--- config.mk ---
export PLATFORM = sky130hd
export DESIGN_NAME = pmp_csr_regs
export DESIGN_NICKNAME = d
export VERILOG_FILES = /design/src/rtl/riscv.sv /design/src/rtl/pmp_csr_regs.sv
export SDC_FILE = /design/constraint.sdc
export NUM_CORES = 2
export LEC_CHECK = 0
export ABC_AREA = 0
export CAP_MARGIN = 10
export CORE_AREA = 2 2 440 442
export CTS_BUF_LIST = sky130_fd_sc_hd__clkbuf_16
export DETAILED_ROUTE_END_ITERATION = 12
export DIE_AREA = 0 0 442 444
export PLACE_DENSITY = 0.51
export SLEW_MARGIN = 10
export SYNTH_ARGS = -nofsm -noshare
export SYNTH_HDL_FRONTEND = slang
export SYNTH_SLANG_ARGS = --single-unit
export TNS_END_PERCENT = 100
--- constraint.sdc ---
create_clock -name clk_i -period 4.65 [get_ports clk_i]
set_clock_uncertainty 0.15 [all_clocks]
set_input_delay 0.465 -clock clk_i [delete_from_list [all_inputs] [get_ports clk_i]]
set_output_delay 0.465 -clock clk_i [all_outputs]
set_load 0.01 [all_outputs]
--- src/rtl/riscv.sv ---
// riscv: shared RISC-V privileged-architecture types used by the PMP path.
//   pmp_addr_mode_t : pmpcfg A field encoding (OFF / TOR / NA4 / NAPOT)
//   pmpcfg_t        : one pmpcfg byte, {L, reserved[1:0], A[1:0], X, W, R}
package riscv;

   typedef enum logic [1:0] {
      OFF   = 2'b00,
      TOR   = 2'b01,
      NA4   = 2'b10,
      NAPOT = 2'b11
   } pmp_addr_mode_t;

   typedef struct packed {
      logic           locked;
      logic [1:0]     reserved;
      pmp_addr_mode_t addr_mode;
      logic           x;
      logic           w;
      logic           r;
   } pmpcfg_t;

endpackage

--- src/rtl/pmp_csr_regs.sv ---
// pmp_csr_regs: PMP configuration register bank that sits in front of the
// combinational PMP checkers. It holds 16 pmpcfg bytes and 16 pmpaddr
// registers, services CSR reads and writes, and applies the lock, TOR-lock
// and WARL rules.
//
// Ports:
//   clk_i, rst_ni   clock, asynchronous active-low reset
//   csr_addr_i      CSR address (one access per cycle)
//   csr_we_i        write strobe
//   csr_wdata_i     write data, XLEN bits
//   csr_hit_o       address is a PMP CSR (combinational)
//   csr_illegal_o   PMP CSR that does not exist for this XLEN (combinational)
//   csr_rdata_o     read data, register state before any same-cycle write
//   conf_o          16 entry configs, straight from flops
//   conf_addr_o     16 entry addresses, straight from flops
//   flush_o         one-cycle pulse after every legal PMP write
module pmp_csr_regs #(
   parameter int unsigned XLEN       = 64,
   parameter int unsigned PMP_LEN    = 54,
   parameter int unsigned NR_ENTRIES = 8
) (
   input  logic                         clk_i,
   input  logic                         rst_ni,
   input  logic [11:0]                  csr_addr_i,
   input  logic                         csr_we_i,
   input  logic [XLEN-1:0]              csr_wdata_i,
   output logic                         csr_hit_o,
   output logic                         csr_illegal_o,
   output logic [XLEN-1:0]              csr_rdata_o,
   output riscv::pmpcfg_t [15:0]        conf_o,
   output logic [15:0][PMP_LEN-1:0]     conf_addr_o,
   output logic                         flush_o
);

   // Bytes per pmpcfg CSR: 8 on rv64, 4 on rv32.
   localparam int unsigned NB = XLEN / 8;
   // Bit i set when entry i is implemented; other entries never accept writes.
   localparam logic [15:0] IMPL_MASK = 16'((17'd1 << NR_ENTRIES) - 17'd1);
   // Reserved bits [6:5] read back as zero.
   localparam logic [7:0] CFG_WARL_MASK = 8'h9F;

   riscv::pmpcfg_t [15:0]        cfg_q, cfg_d;
   logic [15:0][PMP_LEN-1:0]     addr_q, addr_d;
   logic                         flush_q;

   logic       is_cfg;
   logic       is_addr;
   logic       legal_write;
   logic [3:0] cfg_base;
   logic [3:0] addr_idx;
   logic [3:0] next_idx;
   logic       tor_locked;
   logic       addr_wr_ok;

   // ---------------------------------------------------------------- decode
   assign is_cfg        = (csr_addr_i[11:4] == 8'h3A) && (csr_addr_i[3:2] == 2'b00);
   assign is_addr       = (csr_addr_i[11:4] == 8'h3B);
   assign csr_hit_o     = is_cfg | is_addr;
   // rv64 packs eight entries per CSR, so the odd pmpcfg addresses do not exist.
   assign csr_illegal_o = is_cfg && (XLEN == 64) && csr_addr_i[0];
   assign legal_write   = csr_we_i && csr_hit_o && !csr_illegal_o;

   // First entry covered by the addressed pmpcfg CSR: 4n on rv32, and on rv64
   // the same formula gives 0 / 8 for the two legal addresses.
   assign cfg_base = {csr_addr_i[1:0], 2'b00};
   assign addr_idx = csr_addr_i[3:0];
   assign next_idx = addr_idx + 4'd1;

   // pmpaddr[i] is frozen when entry i+1 is a locked TOR region, because
   // pmpaddr[i] is that region's lower bound. Entry 15 has no successor.
   assign tor_locked = (addr_idx != 4'hF) && cfg_q[next_idx].locked &&
                       (cfg_q[next_idx].addr_mode == riscv::TOR);
   assign addr_wr_ok = IMPL_MASK[addr_idx] && !cfg_q[addr_idx].locked && !tor_locked;

   // ------------------------------------------------------------------ read
   always_comb begin
      // NOTE: every signal written in always_comb gets a default first so
      // no path leaves it unassigned and no latch is inferred.
      csr_rdata_o = '0;
      if (is_cfg && !csr_illegal_o) begin
         for (int i = 0; i < NB; i++) begin
            csr_rdata_o[8*i +: 8] = cfg_q[cfg_base + 4'(i)];
         end
      end else if (is_addr) begin
         csr_rdata_o = XLEN'(addr_q[addr_idx]);
      end
   end

   // ------------------------------------------------------------ next state
   // All legality checks look at cfg_q, so a lock set by this write only
   // takes effect from the next access.
   always_comb begin
      cfg_d  = cfg_q;
      addr_d = addr_q;
      if (csr_we_i && is_cfg && !csr_illegal_o) begin
         for (int i = 0; i < NB; i++) begin
            // W=1 with R=0 is a reserved encoding: keep the whole old byte.
            if (IMPL_MASK[cfg_base + 4'(i)] && !cfg_q[cfg_base + 4'(i)].locked &&
                !(csr_wdata_i[8*i + 1] && !csr_wdata_i[8*i])) begin
               cfg_d[cfg_base + 4'(i)] = riscv::pmpcfg_t'(csr_wdata_i[8*i +: 8] & CFG_WARL_MASK);
            end
         end
      end
      if (csr_we_i && is_addr && addr_wr_ok) begin
         addr_d[addr_idx] = csr_wdata_i[PMP_LEN-1:0];
      end
   end

   // ------------------------------------------------------------- registers
   always_ff @(posedge clk_i or negedge rst_ni) begin
      if (!rst_ni) begin
         // NOTE: the whole register bank is reset, not just control state:
         // software relies on every entry coming up OFF and unlocked, and
         // reset is the only way to clear a lock.
         cfg_q   <= '0;
         addr_q  <= '0;
         flush_q <= 1'b0;
      end else begin
         // NOTE: non-blocking assignments for all state so every flop
         // samples the pre-edge values regardless of statement order.
         cfg_q   <= cfg_d;
         addr_q  <= addr_d;
         // Pulses even when every byte was lock-ignored: software asked for
         // a reconfiguration, so downstream caches are dropped anyway.
         flush_q <= legal_write;
      end
   end

   assign conf_o      = cfg_q;
   assign conf_addr_o = addr_q;
   assign flush_o     = flush_q;

endmodule
## Yosys cells after proc, flatten, opt, wreduce, memory -nomap -nowiden

Memories as Yosys holds them, arrays and structs flattened.
Cells that the tools add are included.

- Register bits: 993
- Memory bits (read-only): 128
- Bits of input ports: 79
- Output and inout bits: 1059
- Logic and storage cells: 303
- Memories: 8

Memory list:

| memory | depth | width | rd ports | clocked after Yosys merged registers in | write ports | line | RTL |
|---|---|---|---|---|---|---|---|
| (name not given) | 16 | 1 | 1 | 0 | 0 | pmp_csr_regs.sv:98 | `if (IMPL_MASK[cfg_base + 4'(i)] && !cfg_q[cfg_base + 4'(i)].locked &&` |
| (name not given) | 16 | 1 | 1 | 0 | 0 | pmp_csr_regs.sv:98 |  |
| (name not given) | 16 | 1 | 1 | 0 | 0 | pmp_csr_regs.sv:98 |  |
| (name not given) | 16 | 1 | 1 | 0 | 0 | pmp_csr_regs.sv:98 |  |
| (name not given) | 16 | 1 | 1 | 0 | 0 | pmp_csr_regs.sv:98 |  |
| (name not given) | 16 | 1 | 1 | 0 | 0 | pmp_csr_regs.sv:98 |  |
| 2 more memories | n/a | n/a | n/a | n/a | n/a | n/a |  |

- Add/sub/neg operators: 8
- Order comparisons: 19
- Equality and inequality tests: 4
- Muxes and demuxes: 76
- Bitwise logic cells: 1
- Reduce and logical (&&, ||, !) cells: 74

Operators with widths:

| operator | number |
|---|---|
| two-way mux 128 bit | 15 |
| bitwise mux 128 bit | 8 |
| bitwise mux 864 bit | 1 |
| binary-select mux 8 bit (select 4 bit) | 9 |
| demux 8 bit (select 4 bit) | 7 |
| binary-select mux 54 bit (select 4 bit) | 1 |
| demux 54 bit (select 4 bit) | 1 |
| two-way mux 54 bit | 3 |
| two-way mux 8 bit | 18 |
| two-way mux 64 bit | 1 |
| < comparator 4 x 5 -> 1 bit (second input constant) | 10 |
| logical AND 1 bit | 46 |
| >= comparator 4 x 1 -> 1 bit (second input constant) | 9 |
| logical NOT 1 bit | 27 |
| adder 4 x 3 -> 4 bit (second input constant) | 4 |
| binary-select mux 8 bit (select 2 bit) | 1 |
| demux 8 bit (select 2 bit) | 1 |
| equality test 8 x 6 -> 1 bit (second input constant) | 2 |
| two-way mux 1 bit | 9 |
| adder 4 x 1 -> 4 bit (second input constant) | 2 |
| adder 4 x 2 -> 4 bit (second input constant) | 2 |
| inequality test 4 bit (second input constant) | 1 |
| binary-select mux 1 bit (select 2 bit) | 1 |
| equality test 2 x 1 -> 1 bit (second input constant) | 1 |
| other kinds (2) | 2 |

## Logic depth before layout (Yosys ltp)

- Depth after elaboration: 27
- Mapped depth: 16
- Gate-level depth less buffers: 8

## Worst setup path after synthesis

OpenSTA, ideal clock, no wires.

- Kind: input to register
- Start point: in csr_addr_i[1]
- End point: reg addr_q, in the netlist conf_addr_o[34]
- Setup time: 0.125 ns
- Arrival: 4.226 ns
- Data required time: 4.375 ns
- Slack: 0.150 ns
- Cell stages on the path: 14
- Path buffers: 7
- Cells stage by stage: clkbuf_1 -> clkbuf_1 -> clkbuf_1 -> buf_1 -> inv_1 -> ha_1 -> clkbuf_1 -> mux4_1 -> or3b_2 -> o22a_1 -> buf_4 -> nand4_4 -> buf_4 -> mux2_2

- Longest elaborated chain between the ends: 8
- Elaborated cells on any way between the ends: 22
- Those cells by class: 1 x add/sub; 2 x order compare; 2 x eq/ne; 8 x mux; 8 x reduce/logical; 1 x memory

RTL lines:

| what | line | RTL |
|---|---|---|
| start: declaration | pmp_csr_regs.sv:24 | `input logic [11:0] csr_addr_i,` |
| adder 4 x 1 -> 4 bit | pmp_csr_regs.sv:67 | `assign next_idx = addr_idx + 4'd1;` |
| binary-select mux 8 bit (select 4 bit) | pmp_csr_regs.sv:71, pmp_csr_regs.sv:72 |  |
| two-way mux 8 bit (not written as such) | pmp_csr_regs.sv:72 | `(cfg_q[next_idx].addr_mode == riscv::TOR);` |
| equality test 2 x 1 -> 1 bit / logical AND 1 bit (equally long branches) | pmp_csr_regs.sv:72, pmp_csr_regs.sv:71 |  |
| logical AND 1 bit | pmp_csr_regs.sv:71 | `assign tor_locked = (addr_idx != 4'hF) && cfg_q[next_idx].locked &&` |
| logical NOT 1 bit | pmp_csr_regs.sv:73 | `assign addr_wr_ok = IMPL_MASK[addr_idx] && !cfg_q[addr_idx].locked && !tor_locked;` |
| logical AND 1 bit | pmp_csr_regs.sv:73 |  |
| logical AND 1 bit | pmp_csr_regs.sv:104 | `if (csr_we_i && is_addr && addr_wr_ok) begin` |
| end signal: assignment | pmp_csr_regs.sv:122 | `addr_q <= addr_d;` |
| end: declaration | pmp_csr_regs.sv:43 | `logic [15:0][PMP_LEN-1:0] addr_q, addr_d;` |

Parallel ways exist; a longest one is shown, timed or not. The select of a mux whose other input is x is not followed.
A chain may end at the register's enable or synchronous reset.

## Worst setup path after layout

- Start point: in csr_addr_i[8]
- End point: out csr_rdata_o[18]

- Longest elaborated chain between the ends: 6
- Elaborated cells on any way between the ends: 8
- Those cells by class: 2 x eq/ne; 2 x mux; 4 x reduce/logical

RTL lines:

| what | line | RTL |
|---|---|---|
| equality test 8 x 6 -> 1 bit | pmp_csr_regs.sv:56 | `assign is_cfg = (csr_addr_i[11:4] == 8'h3A) && (csr_addr_i[3:2] == 2'b00);` |
| logical AND 1 bit | pmp_csr_regs.sv:56 |  |
| logical AND 1 bit | pmp_csr_regs.sv:60 | `assign csr_illegal_o = is_cfg && (XLEN == 64) && csr_addr_i[0];` |
| logical NOT 1 bit | pmp_csr_regs.sv:80 | `if (is_cfg && !csr_illegal_o) begin` |
| logical AND 1 bit | pmp_csr_regs.sv:80 |  |
| two-way mux 64 bit (*) | pmp_csr_regs.sv:80 |  |
| end: declaration | pmp_csr_regs.sv:29 | `output logic [XLEN-1:0] csr_rdata_o,` |

Every way passes the cells marked *; elsewhere a longest branch is shown, timed or not.

==> impl_metrics.yaml <==
synthesis:
  synthArstFlopShare: 1.00
  synth_mux_area_frac: 0.297
  yosys_warnings: 0
  ys_ff_latch: 993
  syn_nets: 3049
  ys_seq_area_frac: 0.581
  synth_xor_area_frac: 0.000409
  yosys.cell_types.count: 45
  synth_area_um2: 42800
  syn_avg_cell_area_um2: 14.4
  synth_top_family_by_area: "multiplexers"
  synth_compound_area_frac: 0.0279
  synthAdderAreaFrac: 0.00117
  synth-simple-area-share: 0.0270
  synth-edff-count: 0
  syn_inst: 2966
  synth_ff_type: "dfrtp_1"
clock_tree:
  numCtsBuffers: 119
  cts_resized: 0
  clkLatencyLatePin_ns: 0.78
  cts_tree: "done"
  cts.root.buffer_cell: "clkbuf_16"
  clk_path_buf_depth: 3
  ctsHoldBuffers: 1
  post_cts_buffers: 0
  htree_levels: 3
  clk_pin_slew_worst_paths_ns: 0.05
  clock-sinks: 993
placed_design:
  io_buffers: 1134
  postPlaceCellArea_um2: 55900
  hpwl_um: 160000
  place_congestion: 0.873
finish:
  final_common_cell: "clkdlybuf4s50_1"
  area_delta_synth_final_pct: 39.4
  drive_gt1_frac: 0.255
  fin_nets: 3784
  post-route-cell-area_um2: 59600
  layout_common_cells: "clkdlybuf4s50_1 (1129), dfrtp_1 (993), mux2_2 (399)"
setup_path:
  crit_type: "input pin to output port"
  start_kind: "input pin"
  crit_fanout: 32
  cp_common_cell: "clkdlybuf4s50_1"
  worst_setup_path_end_kind: "output port"
  arrival_ns: 3.37
  worst_r2r_path_depth: 6
  crit_chain: "clkdlybuf4s50_1 > and4b_1 > nand4_1 > buf_4 > o22ai_1 > clkdlybuf4s50_1"
  crit_slowest_cell: "clkdlybuf4s50_1"
  worst_path_largest_cell_delay_ns: 0.68
  worstPathRequired_ns: 4.03
sta:
  post-route-period-util: 0.856
  hold_violations: 0
  finalCriticalPeriod_ns: 3.98
  tightest_slew_ns: 1.06
  setup_violations: 0
  fmax_ghz: 0.251
  rsz0062_at_grt: "no"
  max_slew_margin: 0.273
  setup_tns_ns: 0
  maxSlewViolCount: 0
run_status:
  status: "completed"
route:
  dr_total_vias: 28400
  drc: 0
  drt_first_iter_violations: 1784
  dr.pass1.iters: 5
  ant_nets: 0
  wl_per_cell_um: 33.2
  drt-total-wl_um: 210000
  vias_per_cell: 4.50
global_routing:
  antenna_found_initial: 24
  grt_usage: 0.210
  grt_pass1_wl_um: 282000
  grt_pass1_vias: 29700
  overflow: 0
  grt_max_degree: 102
power:
  leakage_nw: 26.7
  pwr_density_cell_nw_per_um2: 312
  vdd_ir_drop_max_v: 0.000280
floorplan:
  die-area_um2: 196000
  ios: 1138
  start_util: 0.223
  die_h_um: 444
  rows: 161
  die_w_um: 442
  coreArea_um2: 192000
flow_run:
  cap_violations: 0
worst_hold_path:
  hold_class: "input pin to async pin"
[sequential cells by signal, summed over array words and instances (netlist names)]
| name | count |
|---|---|
| flush_o | 1 |
| conf_addr_o | 864 |
| conf_o | 128 |
[worst max-delay path, delay by kind of cell]
family	cells	cell delay, ns
AO/OA/AOI/OAI	1	0.55
buffers and inverters	3	1.67
AND/OR/NAND/NOR	2	0.65
[worst paths after layout]
check                           slack, ns               end        startpoint
worst max-delay path                 0.67   csr_rdata_o[18]     csr_addr_i[8]
min in group clk_i                   0.24  conf_addr_o[710]  conf_addr_o[710]
worst min register to register       0.24  conf_addr_o[710]  conf_addr_o[710]
max in group asynchronous            2.78  conf_addr_o[821]            rst_ni
worst min-delay path                 0.15  conf_addr_o[546]            rst_ni
worst max register to register       0.99   conf_addr_o[87]        conf_o[28]
[metal layers]
metal | GRT usage | vias up | wire length [um]
met5 | 0 | - | 92
met4 | 0.0638 | 12 | 6780
met3 | 0.0453 | 216 | 11200
met2 | 0.363 | 1007 | 107000
met1 | 0.260 | 15300 | 85500
li1 | - | 11900 | -
[layout make-up]
class,instances,area (um2)
flip-flops and latches,993,24800
multi-input cells,1292,15200
diodes,5,12.5
inverters,57,219
clock buffers,121,3030
clock inverters,95,658
well taps,2526,3160
repair buffers,1238,12600
fillers,19200,132000
[cells in the mapped netlist, types with 5 or more instances]
cell type | number | area [um2]
o22ai_1 | 54 | 338
o211ai_1 | 5 | 37.5
buf_1 | 16 | 60.1
nand4_4 | 8 | 170
o21ai_0 | 100 | 500
buf_6 | 17 | 191
buf_2 | 11 | 55.1
mux2_1 | 32 | 360
nand2_1 | 135 | 507
a22o_1 | 16 | 140
nor2b_1 | 9 | 56.3
clkbuf_1 | 554 | 2080
nand3_1 | 8 | 40.0
mux2_2 | 399 | 4490
and2_1 | 37 | 231
mux4_2 | 274 | 6170
dfrtp_1 | 993 | 24800
mux2i_1 | 160 | 1600
nor2_1 | 13 | 48.8
buf_4 | 23 | 173
inv_1 | 56 | 210
[cell families (layout without fill, tap and decap cells)]
kind of cell,Yosys count,in the layout
buf+inv,681,1511
compound gates,196,196
flops,993,993
fa+ha+maj,4,4
other cells,0,5
xor+xnor,2,2
mux,869,869
simple gates,221,221
[power by group]
group	switching (mW)	leakage [nW]	internal (mW)
combinational	0.642	11.0	0.314
clock	4.01	1.85	4.98
sequential	0.0107	13.9	8.65
[through the flow]
| step | util | cells | setup slack (ns) | power [mW] | hold slack [ns] |
|---|---|---|---|---|---|
| floorplan | - | 2966 | 0.150 | 9.22 | 0.0194 |
| finish | 0.311 | 6327 | 0.668 | 18.6 | 0.147 |
| global placement | 0.292 | 6105 | 0.421 | 9.81 | 0.232 |
| global route | 0.311 | 6323 | 0.591 | 19.3 | 0.181 |
| detailed placement | 0.292 | 6105 | 0.361 | 9.81 | 0.233 |
| CTS | 0.311 | 6322 | 0.659 | 18.9 | 0.138 |
(Power assumes the default switching activity.)
